--- config.mk ---
export PLATFORM = sky130hd
export DESIGN_NAME = kb_scancode_decoder
export DESIGN_NICKNAME = d
export VERILOG_FILES = /design/src/rtl/kb_scancode_decoder.sv
export SDC_FILE = /design/constraint.sdc
export NUM_CORES = 1
export LEC_CHECK = 0
export CAP_MARGIN = 40
export CORE_ASPECT_RATIO = 1.5
export CORE_UTILIZATION = 30
export CTS_CLUSTER_DIAMETER = 120
export DETAILED_ROUTE_END_ITERATION = 16
export GPL_TIMING_DRIVEN = 0
export SYNTH_ARGS = -nofsm -noshare
export SYNTH_HDL_FRONTEND = slang
export SYNTH_SLANG_ARGS = --single-unit
--- constraint.sdc ---
create_clock -name i_clk -period 3.09 [get_ports i_clk]
set_input_delay 0.618 -clock i_clk [delete_from_list [all_inputs] [get_ports i_clk]]
set_output_delay 0.618 -clock i_clk [all_outputs]
set_load 0.02 [all_outputs]
--- src/rtl/kb_scancode_decoder.sv ---
// PS/2 set-2 scan-code decoder: prefix FSM, Shift/Ctrl tracking, ASCII map, event FIFO.
// Optional auto-repeat suppression when KB_TYPEMATIC_FILTER_EN is defined.
module kb_scancode_decoder #(
  parameter int unsigned FIFO_DEPTH = 4
) (
  input  logic       i_clk,
  input  logic       i_rst_n,
  input  logic [7:0] i_frame_data,
  input  logic       i_frame_valid,
  input  logic       i_frame_err,
  input  logic       i_key_ready,
  output logic       o_key_valid,
  output logic [7:0] o_key_code,
  output logic       o_key_ext,
  output logic       o_key_break,
  output logic [7:0] o_ascii,
  output logic       o_shift,
  output logic       o_ctrl,
  output logic       o_overflow
);

  localparam int unsigned AW = (FIFO_DEPTH > 1) ? $clog2(FIFO_DEPTH) : 1;
  localparam int unsigned CW = AW + 1;

  localparam logic [7:0] LetterCodes [26] = '{
    8'h1C, 8'h32, 8'h21, 8'h23, 8'h24, 8'h2B, 8'h34, 8'h33, 8'h43, 8'h3B, 8'h42, 8'h4B, 8'h3A,
    8'h31, 8'h44, 8'h4D, 8'h15, 8'h2D, 8'h1B, 8'h2C, 8'h3C, 8'h2A, 8'h1D, 8'h22, 8'h35, 8'h1A};
  localparam logic [7:0] DigitCodes [10] = '{
    8'h45, 8'h16, 8'h1E, 8'h26, 8'h25, 8'h2E, 8'h36, 8'h3D, 8'h3E, 8'h46};

  typedef enum logic [2:0] {StIdle, StExt, StBrk, StExtBrk, StPause} state_e;

  state_e      state_q, state_d;
  logic [2:0]  pause_cnt_q, pause_cnt_d;
  logic        emit;
  logic [7:0]  ev_code;
  logic        ev_ext, ev_brk;
  logic [7:0]  ascii;
  logic        suppress;

  logic        lshift_q, lshift_d, rshift_q, rshift_d;
  logic        lctrl_q, lctrl_d, rctrl_q, rctrl_d;
  logic        overflow_q, overflow_d;

  logic [17:0] mem_q [FIFO_DEPTH];
  logic [AW-1:0] wr_ptr_q, rd_ptr_q;
  logic [CW-1:0] count_q;
  logic        push_req, push, pop, full;

  always_comb begin
    state_d     = state_q;
    pause_cnt_d = pause_cnt_q;
    emit        = 1'b0;
    ev_code     = i_frame_data;
    ev_ext      = 1'b0;
    ev_brk      = 1'b0;
    if (i_frame_valid) begin
      if (i_frame_err) begin
        state_d     = StIdle;
        pause_cnt_d = 3'd0;
      end else begin
        unique case (state_q)
          StIdle: begin
            case (i_frame_data)
              8'hE0: state_d = StExt;
              8'hF0: state_d = StBrk;
              8'hE1: begin
                state_d     = StPause;
                pause_cnt_d = 3'd7;
              end
              8'hAA, 8'hFA, 8'hFE, 8'h00, 8'hFF: begin
              end
              default: emit = 1'b1;
            endcase
          end
          StExt: begin
            if (i_frame_data == 8'hF0) begin
              state_d = StExtBrk;
            end else begin
              emit    = 1'b1;
              ev_ext  = 1'b1;
              state_d = StIdle;
            end
          end
          StBrk: begin
            emit    = 1'b1;
            ev_brk  = 1'b1;
            state_d = StIdle;
          end
          StExtBrk: begin
            emit    = 1'b1;
            ev_ext  = 1'b1;
            ev_brk  = 1'b1;
            state_d = StIdle;
          end
          StPause: begin
            pause_cnt_d = pause_cnt_q - 3'd1;
            if (pause_cnt_q == 3'd1) begin
              emit    = 1'b1;
              ev_code = 8'hE1;
              state_d = StIdle;
            end
          end
          default: state_d = StIdle;
        endcase
      end
    end
  end

  // ASCII uses the modifier state from before this event's own update.
  always_comb begin
    ascii = 8'h00;
    if (!ev_ext && !ev_brk) begin
      for (int i = 0; i < 26; i++) begin
        if (ev_code == LetterCodes[i]) begin
          if (o_ctrl)       ascii = 8'(i + 1);
          else if (o_shift) ascii = 8'(8'h41 + i);
          else              ascii = 8'(8'h61 + i);
        end
      end
      for (int i = 0; i < 10; i++) begin
        if (ev_code == DigitCodes[i]) ascii = 8'(8'h30 + i);
      end
      case (ev_code)
        8'h29:   ascii = 8'h20;
        8'h5A:   ascii = 8'h0D;
        8'h66:   ascii = 8'h08;
        default: begin
        end
      endcase
    end
  end

  always_comb begin
    lshift_d = lshift_q;
    rshift_d = rshift_q;
    lctrl_d  = lctrl_q;
    rctrl_d  = rctrl_q;
    if (emit) begin
      if (!ev_ext && ev_code == 8'h12) lshift_d = !ev_brk;
      if (!ev_ext && ev_code == 8'h59) rshift_d = !ev_brk;
      if (ev_code == 8'h14) begin
        if (ev_ext) rctrl_d = !ev_brk;
        else        lctrl_d = !ev_brk;
      end
    end
  end

`ifdef KB_TYPEMATIC_FILTER_EN
  logic [8:0] last_q, last_d;
  logic       last_vld_q, last_vld_d;

  always_comb begin
    last_d     = last_q;
    last_vld_d = last_vld_q;
    suppress   = 1'b0;
    if (emit) begin
      if (!ev_brk) begin
        if (last_vld_q && last_q == {ev_code, ev_ext}) begin
          suppress = 1'b1;
        end else begin
          last_d     = {ev_code, ev_ext};
          last_vld_d = 1'b1;
        end
      end else if (last_vld_q && last_q == {ev_code, ev_ext}) begin
        last_vld_d = 1'b0;
      end
    end
  end

  always_ff @(posedge i_clk) begin
    if (!i_rst_n) begin
      last_q     <= 9'd0;
      last_vld_q <= 1'b0;
    end else begin
      last_q     <= last_d;
      last_vld_q <= last_vld_d;
    end
  end
`else
  assign suppress = 1'b0;
`endif

  assign full     = (count_q == CW'(FIFO_DEPTH));
  assign pop      = o_key_valid && i_key_ready;
  assign push_req = emit && !suppress;
  assign push     = push_req && (!full || pop);

  always_comb begin
    overflow_d = overflow_q;
    if (push_req && full && !pop) overflow_d = 1'b1;
  end

  always_ff @(posedge i_clk) begin
    if (!i_rst_n) begin
      state_q     <= StIdle;
      pause_cnt_q <= 3'd0;
      lshift_q    <= 1'b0;
      rshift_q    <= 1'b0;
      lctrl_q     <= 1'b0;
      rctrl_q     <= 1'b0;
      overflow_q  <= 1'b0;
      wr_ptr_q    <= '0;
      rd_ptr_q    <= '0;
      count_q     <= '0;
    end else begin
      state_q     <= state_d;
      pause_cnt_q <= pause_cnt_d;
      lshift_q    <= lshift_d;
      rshift_q    <= rshift_d;
      lctrl_q     <= lctrl_d;
      rctrl_q     <= rctrl_d;
      overflow_q  <= overflow_d;
      if (push) wr_ptr_q <= wr_ptr_q + AW'(1);
      if (pop)  rd_ptr_q <= rd_ptr_q + AW'(1);
      if (push && !pop)      count_q <= count_q + CW'(1);
      else if (pop && !push) count_q <= count_q - CW'(1);
    end
  end

  // Storage needs no reset: the head is masked whenever the FIFO is empty.
  always_ff @(posedge i_clk) begin
    if (push) mem_q[wr_ptr_q] <= {ev_code, ev_ext, ev_brk, ascii};
  end

  assign o_key_valid = (count_q != '0);
  assign o_key_code  = o_key_valid ? mem_q[rd_ptr_q][17:10] : 8'h00;
  assign o_key_ext   = o_key_valid ? mem_q[rd_ptr_q][9]     : 1'b0;
  assign o_key_break = o_key_valid ? mem_q[rd_ptr_q][8]     : 1'b0;
  assign o_ascii     = o_key_valid ? mem_q[rd_ptr_q][7:0]   : 8'h00;
  assign o_shift     = lshift_q | rshift_q;
  assign o_ctrl      = lctrl_q | rctrl_q;
  assign o_overflow  = overflow_q;

endmodule

==> metrics, run 1 <==
status=completed; global-route wire length before repair=approximately 19000 µm; Fmax=between 0.3 and 0.4 GHz; Initial Utilization=0.3081; Worst R2R End=count_q[2]$_SDFFE_PN0P_; Hold Startpoint=lctrl_q$_SDFFE_PN0P_; crit-path max FO=10; grt total ovfl=0; Final ANT Viol Nets=0; initial antenna violation count=0; PortBufs=31; final wirelength=around 12000 µm; GRT met2 Usage=0.2795; Overall Global Routing Usage=0.1519; worst skew pair latency=~0.33 ns; syn nets=427; Net Sw Power=roughly 1.1 mW; Hold EP=lctrl_q$_SDFFE_PN0P_; pwr dens=about 660 mW/mm²; final hold vios=0; Combinational Power Share=0.340; CP arrival=between 2 and 2.5 ns; register area=roughly 0.0024 mm²; Final Cycle Share=0.9500; Clk pwr share=0.291; Die Area=between 0.015 and 0.02 mm²; GR peak layer=met2; Pwr Total=about 3.8 mW; Final #Nets=475; Slew Limit Headroom=0.5366; Hold Path Cell Cnt=2; syn avg cell area=between 10 and 15 µm²; Hold Worst Slack=between 0.4 and 0.5 ns; met1 Track Usage GR=0.1606; synthesized flop and latch total=slightly below 90; Slew Viols, Final=0; r2r worst-path depth=12; Syn Inst Count=a little over 400; Setup Skew=0.008717 ns; Synth-to-Final Area Change=21.27%; Max IR drop VDD=roughly 0.00024 V; pin count of the biggest net entering global routing=15; Multi-input gate area=0.002225 mm²; Sw Ratio=0.2957; Setup Viol. Count Final=0; type of the worst setup path=register to output port; GP Congestion=approximately 0.93; CTS tree=built; WP data required=2.47 ns; Max Buffers Root-to-Sink=2; GR Layer Usage met3=0.02484; CTS Buf Count=9; kind of end point of the critical path=output port; post-route minimum period=about 2.9 ns; post-synthesis cell type count=about 80; RSZ-0062 raised after global routing=no; Root Buffer=clkbuf_16; clock sink total=88; setup ws final=~0.15 ns; Die Width=roughly 110 µm; ys flop type=edfxtp_1; Async SR Flop Fraction=0; DP Cell Count=between 600 and 700; Yosys warning count=0; sequential share of power=0.369; vias in the first global route=between 3000 and 4000; reg2reg setup slack=0.26 ns; startpoint class of the critical path=register; residual DRC count=0; sequential fraction of the synthesis area=0.5050; clk slew on worst S/H paths=~0.06 ns; worst slew pin tran=0.6855 ns; WL/cell=approximately 18 µm; dpl ws=-0.7162 ns; routed vias=around 3600; EDFF count, synth=~70; Row Count=56; antenna cells=0; fin util=0.3736; placed cell areas=around 0.0055 mm²; layout cell share with drive strength beyond 1=0.2096; area of the mapped netlist=0.004836 mm²; Reg-to-Reg Start=state_q[1]$_SDFFE_PN0P_; drt pass-1 iters=4; Sum Neg Setup Slack=0 ns; total of max-cap violations=0; die span in y=157.5 µm; routed vias/inst=~5.4; dpl hpwl=roughly 9100 µm; CTS hold repair buffers=0; final instance area=about 0.006 mm²; Final Non-Filler Cells=between 600 and 700; Starting DRT DRC Count=approximately 130; io pins=35; Power Internal=roughly 2.7 mW; most frequent cells in the layout=edfxtp_1, clkdlybuf4s50_1, and2_1, nor2_1, dfxtp_1; commonest non-fill, non-tap cell in the layout=edfxtp_1; Core ar.=about 0.016 mm²; LEAKAGE=between 1.5 and 2 nW; CTS H-tree lvls=3; Fillers=between 1500 and 2000; Hold Crit Class=register to register
power groups by stage:
| stage | registers (mW) | logic, mW | clock network, mW |
|---|---|---|---|
| after global placement | 1.41 | 1.33 | 0 |
| after detailed placement | 1.41 | 1.35 | 0 |
| after global routing | 1.44 | 1.42 | 1.20 |
| final | 1.42 | 1.31 | 1.12 |
| after floorplan | 1.40 | 0.830 | 0 |
| after CTS | 1.42 | 1.32 | 1.15 |
layer usage:
layer	wire (µm)	share of wire	vias up
li1	-	-	1657
met1	4544	0.38	1748
met2	6619	0.55	116
met3	487	0.040	30
met4	461	0.038	0
met5	0	0	-
area by class of cell:
type / instances / area share
Buffer: 29 / 0.03264
Clock buffer: 10 / 0.03904
Sequential cell: 88 / 0.4167
Tap cell: 203 / 0.04331
Clock inverter: 5 / 0.01408
Inverter: 11 / 0.007041
Timing Repair Buffer: 39 / 0.06785
Multi-Input combinational cell: 276 / 0.3793
what timing repair did:
item	4_1_cts	5_1_grt
buffers inserted	3	0
pin swaps	3	1
setup endpoints to repair	23	22
gates resized for setup	15	13
critical path, cell delays in order (launching register included):
cell             delay (ns)
dfxtp_1                0.56
clkbuf_2               0.36
mux4_2                 0.37
and2_1                 0.17
clkdlybuf4s50_1        0.53
cells in the mapped netlist, drive strengths merged, types with 6 or more instances:
master	number	area, µm²
edfxtp	68	2042
and2	26	165.1
nor2	22	85.09
dfxtp	20	400.4
buf	19	132.6
mux4	17	382.9
nand2	17	63.81
o21ai	15	78.82
a21oi	14	70.07
clkbuf	12	45.04
nor2b	12	75.07
inv	11	41.29
nand2b	10	62.56
nor3	8	45.04
a31oi	7	43.79
ha	7	87.58
o22ai	7	56.30
or2	7	48.80
or3	7	46.29
and3	6	37.54
sequential cells by signal, summed over array words and instances (netlist names), named ones only:
signal and cells:
rd_ptr_q 2, pause_cnt_q 3, count_q 3, lshift_q 1
state_q 3, wr_ptr_q 2, rshift_q 1, mem_q 68
lctrl_q 1, rctrl_q 1, o_overflow 1
kinds of logic after synthesis:
logic type               synth area share
multiplexers                      0.08745
other                           0.0007755
flip-flops                         0.5050
buffers and inverters             0.04528
XOR/XNOR                          0.01087
adder cells (fa/ha/maj)           0.02225
AND/OR/NAND/NOR                    0.2049
AO/OA/AOI/OAI                      0.1234
worst max-delay path by stage:
stage                    startpoint                       to  slack, ns  depth (start not counted)
floorplan           i_frame_data[3]  count_q[2]$_SDFFE_PN0P_       0.28                         12
global placement    i_frame_data[6]    mem_q[0][0]$_DFFE_PP_      -0.61                          7
detailed placement  i_frame_data[0]  count_q[2]$_SDFFE_PN0P_      -0.72                         13
CTS                 i_frame_data[4]    mem_q[2][0]$_DFFE_PP_      0.006                          9
global route               register               o_ascii[3]       0.02                          4
finish                     register            o_key_code[1]       0.15                          4
No activity file was read; power rests on OpenSTA's default activity.
==> inputs of run 2 (changes only) <==
--- a/config.mk
+++ b/config.mk
@@ -11,6 +11,7 @@
 export CTS_CLUSTER_DIAMETER = 120
 export DETAILED_ROUTE_END_ITERATION = 16
 export GPL_TIMING_DRIVEN = 0
+export PLACE_DENSITY = 0.49
 export SYNTH_ARGS = -nofsm -noshare
 export SYNTH_HDL_FRONTEND = slang
 export SYNTH_SLANG_ARGS = --single-unit
==> metrics, run 2 (synthesis gave the netlist of run 1 again) <==
startpoint class of the critical path=register (unchanged); GP Congestion=0.9226 (was 0.9348); fin util=0.3725 (was 0.3736); max reg flops=68 (unchanged); largest delay contributor family on the critical path=buffers and inverters (unchanged); CP arrival=2.33 ns (was 2.32 ns); most frequent cells in the layout=edfxtp_1, clkdlybuf4s50_1, and2_1, nor2_1, dfxtp_1 (unchanged); drt pass-1 iters=5 (was 4); Synth-to-Final Area Change=20.91% (was 21.27%); global-route wire length before repair=19170 µm (was 19240 µm); CTS tree=built (unchanged); routed vias=3445 (was 3551); dpl hpwl=9183 µm (was 9140 µm); dpl ws=-0.7628 ns (was -0.7162 ns); Hold Startpoint=lshift_q$_SDFFE_PN0P_ (was lctrl_q$_SDFFE_PN0P_); reg2reg setup slack=0.26 ns (about the same); clk slew on worst S/H paths=0.07 ns (was 0.06 ns); commonest non-fill, non-tap cell in the layout=edfxtp_1 (unchanged); grt total ovfl=0 (unchanged); Hold Path Cell Cnt=2 (unchanged); setup ws final=0.1430 ns (was 0.1546 ns); WP data required=2.47 ns (about the same); Overall Global Routing Usage=0.1536 (was 0.1519); layout cell share with drive strength beyond 1=0.2162 (was 0.2096); total of max-cap violations=0 (unchanged); Largest Register=mem_q (unchanged); PortBufs=31 (unchanged); pwr dens=642.8 mW/mm² (was 656.2 mW/mm²); io pins=35 (unchanged); Fillers=1586 (was 1590); Die Width=105.7 µm (unchanged); worst skew pair latency=0.33 ns (about the same); Setup Viol. Count Final=0 (unchanged); Hold Crit Class=register to register (unchanged); Fmax=0.3393 GHz (was 0.3407 GHz); CTS Buf Count=9 (unchanged); routed vias/inst=5.212 (was 5.372); Core ar.=0.01570 mm² (unchanged); Reg-to-Reg Start=state_q[1]$_SDFFE_PN0P_ (unchanged); Final #Nets=474 (was 475); die span in y=157.5 µm (unchanged); WL/cell=18.57 µm (was 18.33 µm); CP max-delay cell=mux4_2 (was dfxtp_1); Row Count=56 (unchanged); Hold EP=lshift_q$_SDFFE_PN0P_ (was lctrl_q$_SDFFE_PN0P_); post-route minimum period=2.947 ns (was 2.935 ns); Slew Viols, Final=0 (unchanged); CP Cell Sequence=buf_6, mux4_2, and2_1, clkdlybuf4s50_1 (was clkbuf_2, mux4_2, and2_1, clkdlybuf4s50_1); CTS hold repair buffers=0 (unchanged); kind of end point of the critical path=output port (unchanged); vias in the first global route=3511 (was 3668); Initial Utilization=0.3081 (unchanged); Max IR drop VDD=0.0002686 V (was 0.0002394 V); status=completed (unchanged); Die Area=0.01664 mm² (unchanged); CTS H-tree lvls=3 (unchanged); initial antenna violation count=0 (unchanged); Starting DRT DRC Count=160 (was 132); crit-path max cell delay=0.54 ns (was 0.56 ns); crit-path max FO=10 (unchanged); clock sink total=88 (unchanged); final hold vios=0 (unchanged); placed cell areas=0.005480 mm² (was 0.005464 mm²); Final ANT Viol Nets=0 (unchanged); Final Cycle Share=0.9537 (was 0.9500); final instance area=0.005847 mm² (was 0.005864 mm²); Setup Skew=0.009026 ns (was 0.008717 ns); type of the worst setup path=register to output port (unchanged); pin count of the biggest net entering global routing=16 (was 15); worst slew pin tran=0.7328 ns (was 0.6855 ns); antenna cells=0 (unchanged); Slew Limit Headroom=0.5046 (was 0.5366); r2r worst-path depth=12 (unchanged); final wirelength=12270 µm (was 12110 µm); residual DRC count=0 (unchanged); Buf+Inv Stages, Crit Path=2 (unchanged); LEAKAGE=1.940 nW (was 1.957 nW); Root Buffer=clkbuf_16 (unchanged); RSZ-0062 raised after global routing=no (unchanged); Max Buffers Root-to-Sink=2 (unchanged); Worst R2R End=count_q[2]$_SDFFE_PN0P_ (unchanged)
run 2: final cells by class:
type	count	area, µm²	area share
sequential	88	2444	0.4179
buffer	29	191.4	0.03274
timing repair buffer	38	404.1	0.06912
multi-input combinational	276	2231	0.3816
inverter	11	41.29	0.007062
clock buffer	10	239.0	0.04087
tap	203	254.0	0.04344
clock inverter	6	42.54	0.007276
run 2: worst max path at each step:
stage / to / slack (ns) / startpoint / cells past startpoint
global route: count_q[2]$_SDFFE_PN0P_ / 0.003 / i_frame_data[0] / 13
finish: o_key_code[3] / 0.14 / register / 4
floorplan: count_q[2]$_SDFFE_PN0P_ / 0.28 / i_frame_data[3] / 12
detailed placement: count_q[2]$_SDFFE_PN0P_ / -0.76 / i_frame_data[0] / 13
CTS: o_key_code[3] / 0.002 / register / 4
global placement: mem_q[0][14]$_DFFE_PP_ / -0.72 / i_frame_data[0] / 8
run 2: what timing repair did:
item                       4_1_cts  5_1_grt
gates resized for setup         17       14
pin swaps                        3        1
setup buffers                    2        0
hold endpoints to repair         0        0
setup endpoints to repair       61       23
run 2: worst reg2reg max path: stages (launching register included):
cell and delay, ns:
dfxtp_1 0.31, buf_6 0.13, or3_2 0.50, a31oi_2 0.19
nand3_2 0.12, o221ai_2 0.09, and2_4 0.18, ha_1 0.18
inv_1 0.06, fa_1 0.37, xor2_1 0.16, or3_1 0.30
a21boi_1 0.15
run 2: through the flow:
step / std cells / TNS [ns] / power [mW] / hold slack [ns]
2_1_floorplan: 406 / 0 / 2.232 / 0.4467
3_3_place_gp: 640 / -58.29 / 2.731 / 0.4640
3_5_place_dp: 645 / -31.42 / 2.767 / 0.4653
4_1_cts: 661 / 0 / 3.810 / 0.4842
5_1_grt: 661 / 0 / 3.949 / 0.5030
6_report: 661 / 0 / 3.758 / 0.4859
run 2: where the power goes:
group | internal (mW) | switching (mW) | total [mW]
clock network | 0.570 | 0.461 | 1.03
registers | 1.35 | 0.0711 | 1.42
logic | 0.661 | 0.647 | 1.31
run 2: routing by layer:
| layer | GRT usage | wire, µm | vias up |
|---|---|---|---|
| li1 | - | - | 1656 |
| met1 | 0.1702 | 4853 | 1667 |
| met2 | 0.2845 | 6727 | 99 |
| met3 | 0.02029 | 373 | 23 |
| met4 | 0.07937 | 319 | 0 |
| met5 | 0 | 0 | - |
==> inputs of run 3 (changes only) <==
--- a/config.mk
+++ b/config.mk
@@ -11,7 +11,8 @@
 export CTS_CLUSTER_DIAMETER = 120
 export DETAILED_ROUTE_END_ITERATION = 16
 export GPL_TIMING_DRIVEN = 0
-export PLACE_DENSITY = 0.49
+export PLACE_DENSITY = 0.43
+export RECOVER_POWER = 25
 export SYNTH_ARGS = -nofsm -noshare
 export SYNTH_HDL_FRONTEND = slang
 export SYNTH_SLANG_ARGS = --single-unit
==> constraint.sdc (replaced) <==
create_clock -name i_clk -period 3.5 [get_ports i_clk]
set_input_delay 0.7 -clock i_clk [delete_from_list [all_inputs] [get_ports i_clk]]
set_output_delay 0.7 -clock i_clk [all_outputs]
set_load 0.02 [all_outputs]
==> metrics, run 3 (synthesis gave the netlist of run 1 again) <==
clock sink total=88 (unchanged); Largest Register=mem_q (unchanged); Setup Skew=0.006266 ns (was 0.009026 ns); pin count of the biggest net entering global routing=17 (was 16); startpoint class of the critical path=input pin (was register); Sw Ratio=0.3072 (was 0.3137); Hold Path Cell Cnt=2 (unchanged); global-route wire length before repair=19980 µm (was 19170 µm); dpl ws=-0.4021 ns (was -0.7628 ns); layout cell share with drive strength beyond 1=0.1856 (was 0.2162); largest delay contributor family on the critical path=simple AND/OR/NAND/NOR gates (was buffers and inverters); Final ANT Viol Nets=0 (unchanged); CP max-delay cell=nor2_1 (was mux4_2); Die Area=0.01664 mm² (unchanged); Overall Global Routing Usage=0.1602 (was 0.1536); Root Buffer=clkbuf_16 (unchanged); CTS Buf Count=9 (unchanged); total of max-cap violations=0 (unchanged); RSZ-0062 raised after global routing=no (unchanged); Fillers=1589 (was 1586); Combinational Power Share=0.338 (was 0.348); met1 Track Usage GR=0.1796 (was 0.1702); status=completed (unchanged); commonest non-fill, non-tap cell in the layout=edfxtp_1 (unchanged); Final Cycle Share=0.9373; pwr dens=578.7 mW/mm² (was 642.8 mW/mm²); type of the worst setup path=input pin to register (was register to output port); drt pass-1 iters=6 (was 5); Clk pwr share=0.292 (was 0.274); Starting DRT DRC Count=144 (was 160); Initial Utilization=0.3081 (unchanged); clk slew on worst S/H paths=0.06 ns (was 0.07 ns); GR peak layer=met2 (unchanged); max reg flops=68 (unchanged); Slew Viols, Final=0 (unchanged); Max IR drop VDD=0.0003296 V (was 0.0002686 V); antenna cells=0 (unchanged); placed cell areas=0.005487 mm² (was 0.005480 mm²); grt total ovfl=0 (unchanged); GRT met2 Usage=0.2994 (was 0.2845); worst skew pair latency=0.34 ns (was 0.33 ns); r2r worst-path depth=12 (unchanged); worst slew pin tran=0.7266 ns (was 0.7328 ns); Hold Crit Class=register to register (unchanged); Hold Worst Slack=0.4850 ns (was 0.4859 ns); Core ar.=0.01570 mm² (unchanged); die span in y=157.5 µm (unchanged); Fmax=about 0.30 GHz; Max Buffers Root-to-Sink=2 (unchanged); initial antenna violation count=0 (unchanged); CTS tree=built (unchanged); sequential share of power=0.371 (was 0.378); CP arrival=3.32 ns (was 2.33 ns); CTS H-tree lvls=3 (unchanged); Die Width=105.7 µm (unchanged); Slew Limit Headroom=0.5138 (was 0.5046); Net Sw Power=1.033 mW (was 1.179 mW); Sum Neg Setup Slack=0 ns (unchanged); WP data required=3.54 ns (was 2.47 ns); vias in the first global route=3517 (was 3511); final wirelength=12760 µm (was 12270 µm); WL/cell=19.30 µm (was 18.57 µm); Setup Viol. Count Final=0 (unchanged); GR Layer Usage met3=0.02112 (was 0.02029); Power Internal=2.330 mW (was 2.579 mW); logic depth of the worst path, buffers included=7 (was 4); Buf+Inv Stages, Crit Path=1 (was 2); kind of end point of the critical path=register (was output port); PortBufs=31 (unchanged); crit-path max FO=10 (unchanged); post-route minimum period=approximately 3.3 ns; Final #Nets=474 (unchanged); residual DRC count=0 (unchanged); io pins=35 (unchanged); final hold vios=0 (unchanged); crit-path max cell delay=0.65 ns (was 0.54 ns); setup ws final=0.2196 ns (was 0.1430 ns); routed vias/inst=5.281 (was 5.212); LEAKAGE=1.948 nW (was 1.940 nW); GP Congestion=0.9004 (was 0.9226); Synth-to-Final Area Change=20.18% (was 20.91%); final instance area=0.005812 mm² (was 0.005847 mm²); CP Cell Sequence=dlygate4sd3_1, nand4bb_1, nor2_1, o31ai_1, a41oi_1, and4bb_1, o22ai_1 (was buf_6, mux4_2, and2_1, clkdlybuf4s50_1); most frequent cells in the layout=edfxtp_1, clkdlybuf4s50_1, and2_1, nor2_1, dfxtp_1 (unchanged); routed vias=3491 (was 3445); Row Count=56 (unchanged); dpl hpwl=9521 µm (was 9183 µm); fin util=0.3703 (was 0.3725)
run 3: cell types whose count changed in the layout (fill, tap and decap cells not counted), sizes merged:
cell	before	now
clkbuf	18	25
buf	27	23
dlygate4sd3	0	4
clkdlybuf4s50	27	24
dlygate4sd2	3	0
clkinv	2	0
dlymetal6s2s	1	3
clkdlybuf4s15	1	0
clkinvlp	2	1
inv	13	14
run 3: stage by stage:
step | total power, mW | std cells
after floorplan | 1.970 | 406
after global placement | 2.421 | 640
after detailed placement | 2.437 | 645
after CTS | 3.424 | 660
after global routing | 3.544 | 661
final | 3.364 | 661
run 3: area by class of cell:
cell class / instances / area, µm² / share of cell area
clock inverter: 4 / 31.28 / 0.005382
sequential: 88 / 2444 / 0.4205
clock buffer: 12 / 279.0 / 0.04801
inverter: 11 / 41.29 / 0.007104
tap: 203 / 254.0 / 0.04370
buffer: 30 / 173.9 / 0.02992
timing repair buffer: 37 / 411.6 / 0.07083
multi-input combinational: 276 / 2177 / 0.3746
run 3: path summary, 6_finish.rpt:
kind | startpoint | to | slack, ns
hold reg to reg | lctrl_q$_SDFFE_PN0P_ | lctrl_q$_SDFFE_PN0P_ | 0.49
setup reg to reg | state_q[1]$_SDFFE_PN0P_ | count_q[2]$_SDFFE_PN0P_ | 0.55
hold / removal | lctrl_q$_SDFFE_PN0P_ | lctrl_q$_SDFFE_PN0P_ | 0.49
setup / recovery | i_frame_err | mem_q[1][5]$_DFFE_PP_ | 0.22
run 3: per-layer routing:
layer	routed length [µm]	up-vias
li1	-	1654
met1	5197	1723
met2	6846	94
met3	353	20
met4	360	0
met5	0	-
run 3: power by group through the flow:
stage	clock, mW	sequential, mW	combinational [mW]
after floorplan	0	1.24	0.733
after global placement	0	1.24	1.18
after detailed placement	0	1.24	1.19
after CTS	1.01	1.25	1.17
after global routing	1.05	1.26	1.24
final	0.982	1.25	1.14
run 3: repair_timing:
item,4_1_cts,5_1_grt
pin swaps,0,1
buffers inserted,0,1
resized for setup,3,10
hold buffers,0,0
setup endpoints to repair,11,2
run 3: worst min-delay path, delay by kind of cell, from the launching register on:
family | cells | cell delay [ns]
AO/OA/AOI/OAI | 1 | 0.04
flip-flops | 1 | 0.33
AND/OR/NAND/NOR | 1 | 0.08
